--- src/rtl/window_3x3_former_pkg.sv ---
// window_3x3_former_pkg: shared widths, FSM states and window offset helper
package window_3x3_former_pkg;
    localparam int PIX_W = 8;
    localparam int WIN_N = 9;
    typedef enum logic [1:0] {IDLE, FILL, ACTIVE, DONE} state_t;
    function automatic int win_off(input int w, input int r, input int c);
        return w * (3 * r + c);
    endfunction
endpackage

--- src/rtl/window_row_shift.sv ---
// window_row_shift: 3-tap pixel shift register, oldest sample in the low tap
module window_row_shift
    import window_3x3_former_pkg::*;
#(
    parameter int DATA_W = PIX_W
) (
    input  logic                clk,
    input  logic                rst,
    input  logic                en,
    input  logic [DATA_W-1:0]   din,
    output logic [3*DATA_W-1:0] taps
);
    always_ff @(posedge clk or negedge rst)
        if (!rst) taps <= '0;
        else if (en) taps <= {din, taps[3*DATA_W-1:DATA_W]};
endmodule

--- src/rtl/window_3x3_former.sv ---
// window_3x3_former: assembles 3x3 windows from three row streams, flags full windows
module window_3x3_former
    import window_3x3_former_pkg::*;
#(
    parameter int COLS   = 17,
    parameter int ROWS   = 17,
    parameter int DATA_W = PIX_W
) (
    input  logic                    clk,
    input  logic                    rst,
    input  logic                    done_i,
    input  logic [DATA_W-1:0]       row0_i,
    input  logic [DATA_W-1:0]       row1_i,
    input  logic [DATA_W-1:0]       row2_i,
    output logic [WIN_N*DATA_W-1:0] window_o,
    output logic                    done_o,
    output logic                    frame_done_o
);
    localparam int CW = $clog2(COLS);
    localparam int RW = $clog2(ROWS);

    logic [CW-1:0]             col_cnt;
    logic [RW-1:0]             row_cnt;
    logic [DATA_W-1:0]         row_in [3];
    logic [3*DATA_W-1:0]       taps [3];
    logic [WIN_N*DATA_W-1:0]   win_nxt;
    logic                      col_wrap, last, qualify;
    state_t                    state, state_nxt;

    assign row_in = '{row0_i, row1_i, row2_i};

    // window_o is loaded with the post-shift taps so it lands one cycle after the pixel
    for (genvar r = 0; r < 3; r++) begin : g_row
        window_row_shift #(.DATA_W(DATA_W)) u_row (
            .clk  (clk),
            .rst  (rst),
            .en   (done_i),
            .din  (row_in[r]),
            .taps (taps[r])
        );
        assign win_nxt[win_off(DATA_W, r, 0) +: 3*DATA_W] = {row_in[r], taps[r][3*DATA_W-1:DATA_W]};
    end

    assign col_wrap = col_cnt == CW'(COLS - 1);
    assign last     = done_i && col_wrap && row_cnt == RW'(ROWS - 1);
    assign qualify  = done_i && row_cnt >= RW'(2) && col_cnt >= CW'(2);

    always_comb begin
        state_nxt = state;
        if (last) state_nxt = DONE;
        else if (done_i) state_nxt = (qualify && !col_wrap) ? ACTIVE : FILL;
        else if (state == DONE) state_nxt = IDLE;
    end

    always_ff @(posedge clk or negedge rst)
        if (!rst) begin
            state        <= IDLE;
            col_cnt      <= '0;
            row_cnt      <= '0;
            window_o     <= '0;
            done_o       <= 1'b0;
            frame_done_o <= 1'b0;
        end else begin
            state        <= state_nxt;
            done_o       <= qualify;
            frame_done_o <= last;
            if (qualify) window_o <= win_nxt;
            if (done_i) begin
                col_cnt <= col_wrap ? '0 : col_cnt + 1'b1;
                if (col_wrap) row_cnt <= last ? '0 : row_cnt + 1'b1;
            end
        end
endmodule

--- config.mk ---
export PLATFORM = sky130hd
export DESIGN_NAME = window_3x3_former
export DESIGN_NICKNAME = d
export VERILOG_FILES = /design/src/rtl/window_3x3_former_pkg.sv /design/src/rtl/window_row_shift.sv /design/src/rtl/window_3x3_former.sv
export SDC_FILE = /design/constraint.sdc
export NUM_CORES = 1
export LEC_CHECK = 0
export ABC_AREA = 1
export CAP_MARGIN = 10
export CORE_MARGIN = 8
export CORE_UTILIZATION = 50
export CTS_CLUSTER_DIAMETER = 30
export DETAILED_ROUTE_END_ITERATION = 6
export MAX_ROUTING_LAYER = met4
export PLACE_DENSITY = 0.77
export SYNTH_ARGS = -nofsm -noshare
export SYNTH_HDL_FRONTEND = slang
export SYNTH_SLANG_ARGS = --single-unit
export TNS_END_PERCENT = 10
--- constraint.sdc ---
create_clock -name clk -period 2.37 [get_ports clk]
set_input_delay 0.474 -clock clk [delete_from_list [all_inputs] [get_ports clk]]
set_output_delay 0.474 -clock clk [all_outputs]
set_load 0.1 [all_outputs]
==> qor.yml <==
timing:
  finalSetupTns_ps: 0
  setup_viol: 0
  finClkSkew_ps: 9.36
  hold_slack_ps: 382
  tightest_slew_ps: 697
  relSlewSlack_pct: 53.5
  fin_crit_sh_pct: 74.7
  post-route-min-period_ps: 1770
  hold_viol: 0
  fmax_mhz: 565
  finalMaxSlewViolations: 0
  rsz0062_at_grt: "no"
yosys:
  synth_top_family_by_area: "simple AND/OR/NAND/NOR gates"
  syn_nets: 620
  synth_top_cell_by_area: "dfrtp_1"
  synth_area_um2: 5420
  yosys.area_share.simple_pct: 28.7
  avgSynthCellArea_um2: 9.24
  synth_xor_area_share_pct: 0.646
  ys_seq_elements: 132
  yosysTopAreaCellShare_pct: 60.9
  ys_types: 17
  synth-compound-area-share_pct: 2.40
  yosysSeqAreaShare_pct: 60.9
  yosys-top-cells-area: "dfrtp_1 61%, nand2_1 18%, nand4_1 8.7%"
  synthMuxAreaShare_pct: 0
  ys.warnings.count: 0
  synth_cells: 587
  yosys.area_share.adder_pct: 1.38
place:
  dp_hpwl_um: 8360
  dp_cells: 796
  io_buffer_count: 100
  place.gp.congestion: 0.824
worst_setup_path:
  cp-start-kind: "register"
  r2r_end: "window_o[15]"
  worst-r2r-setup-slack_ps: 600
  crit_family: "simple AND/OR/NAND/NOR gates"
  r2r_start: "col_cnt[0]"
  critPathRequiredTime_ps: 2770
  crit_slowest_cell: "dfrtp_1"
  cp_slowest_stage_delay_ps: 390
  crit_path_end_kind: "register"
  critPathMaxFanout: 52
  crit_chain: "inv_1 > ha_1 > nor2_1 > nand3b_1 > nand3_4 > buf_12 > nand2_1 > nand2_1"
  crit_type: "register to register"
  crit_arrival_ps: 2170
  path_buf_inv: 2
  cp_common_cell: "nand2_1"
  r2r_cells: 8
final_layout:
  n_antenna_cell: 0
  final_cells: 825
  nNetsFinal: 709
  syn2layout_area_growth_pct: 26.4
  layout-drive-gt1-share_pct: 16.8
worst_hold_path:
  hold_path.class: "input port to register"
  min_to: "g_row[1].u_row.taps[13]"
  min_from: "done_i"
  hold_depth: 3
floorplan:
  die_w_um: 120
  num_rows: 38
  core-area_um2: 10700
  initial_core_util_pct: 50.7
  die_y_um: 120
  boundaryPins: 101
  die_area_um2: 14400
clocking:
  h-tree-depth: 4
  path_clk_slew_ps: 60
  post_cts_buffers: 0
  clock_sinks: 132
  clock-root-buffer: "clkbuf_8"
  ctsLongestPathBuffers: 2
  cts_tree: "built"
  clk_latency_ps: 520
  cts_buffers: 17
detailed_routing:
  met3_length_um: 718
  drt_iter0_markers: 364
  wire_per_inst_um: 15.7
  vias_per_cell: 5.36
  topRoutingLayerUsed: "met4"
  route.vias.total: 4418
  firstDrtPassIters: 5
  antenna_left: 0
  drc_errors: 0
  routed_wirelength_um: 12900
  wl_met1_um: 5580
  dr_wl_met2_um: 6380
grt:
  grt_usage_pct: 19.0
  grt_pass1_wl_um: 21600
  overflow: 0
  grt_antenna_before_repair: 0
  grt_pass1_vias: 4318
  grt_max_degree: 75
flow_run:
  max-cap-violations: 0
outcome:
  outcome: "completed"
[Yosys cell counts (all sizes together)]
library cell  instances
ha                    6
buf                  30
inv                  23
nand3                10
nand3b                1
o21ai                26
dfrtp               132
xor2                  4
nand2               260
nor2                  8
nand4                75
clkbuf               11
nor3                  1
[final cells by class]
class / instances / area [um2]
clock buffers: 23 / 477
clock inverters: 5 / 52.6
fillers: 909 / 3840
inverters: 23 / 86.3
multi-input cells: 391 / 1800
flip-flops and latches: 132 / 3300
well taps: 140 / 175
repair buffers: 111 / 962
[state kept, by name, summed over array words and instances, names as in the netlist]
register / cells
frame_done_o: 1
g_row.u_row.taps: 48
row_cnt: 5
col_cnt: 5
done_o: 1
window_o: 72
[metal layers]
layer,up-vias,GRT usage [%]
li1,2104,-
met1,2153,23.9
met2,139,28.5
met3,22,5.45
met4,0,7.34
met5,-,-
[cells in the final DEF, fill, tap and decap left out, types with 2 or more instances in the layout]
| cell | instances |
|---|---|
| nand2_1 | 260 |
| dfrtp_1 | 132 |
| buf_4 | 80 |
| nand4_1 | 75 |
| o21ai_0 | 26 |
| clkdlybuf4s50_1 | 24 |
| inv_1 | 23 |
| clkbuf_16 | 16 |
| nand3_1 | 8 |
| nor2_1 | 7 |
| ha_1 | 6 |
| clkbuf_8 | 5 |
| buf_12 | 5 |
| xor2_1 | 4 |
| clkinv_2 | 3 |
| clkbuf_1 | 2 |
[how the worst max path moves through the flow]
stage	endpoint	start	slack (ps)	depth (start not counted)
finish	window_o[15]	col_cnt[0]	600	8
global route	window_o[15]	col_cnt[0]	440	8
CTS	window_o[15]	col_cnt[0]	590	8
detailed placement	window_o[15]	col_cnt[0]	600	8
global placement	window_o[18]	col_cnt[0]	690	8
floorplan	window_o[0]	col_cnt[0]	940	9
[worst register-to-register path: stages, from the launching register on]
cell and delay [ps]:
dfrtp_1 390, inv_1 120, ha_1 160, nor2_1 40, nand3b_1 190, nand3_4 280, buf_12 280, nand2_1 120
nand2_1 70
[repair_timing]
item / 4_1_cts / 5_1_grt
hold buffers: 1 / 0
endpoints found under the hold margin: 18 / 0
gates resized for setup: 0 / 0
[kinds of logic after synthesis]
group,Yosys count
compound gates,26
xor+xnor,4
fa+ha+maj,6
buf+inv,64
flops,132
simple gates,355
[per-stage QoR]
step / area (um2) / worst slack, ps / util [%]
4_1_cts: 6850 / 592 / 64.1
3_5_place_dp: 6310 / 601 / 59.0
2_1_floorplan: 5420 / 936 / -
3_3_place_gp: 6310 / 691 / 59.0
5_1_grt: 6850 / 445 / 64.1
6_report: 6850 / 599 / 64.1
Power is not shown: default switching activity piles up to over one toggle a cycle in this logic, so the estimate is an artifact.
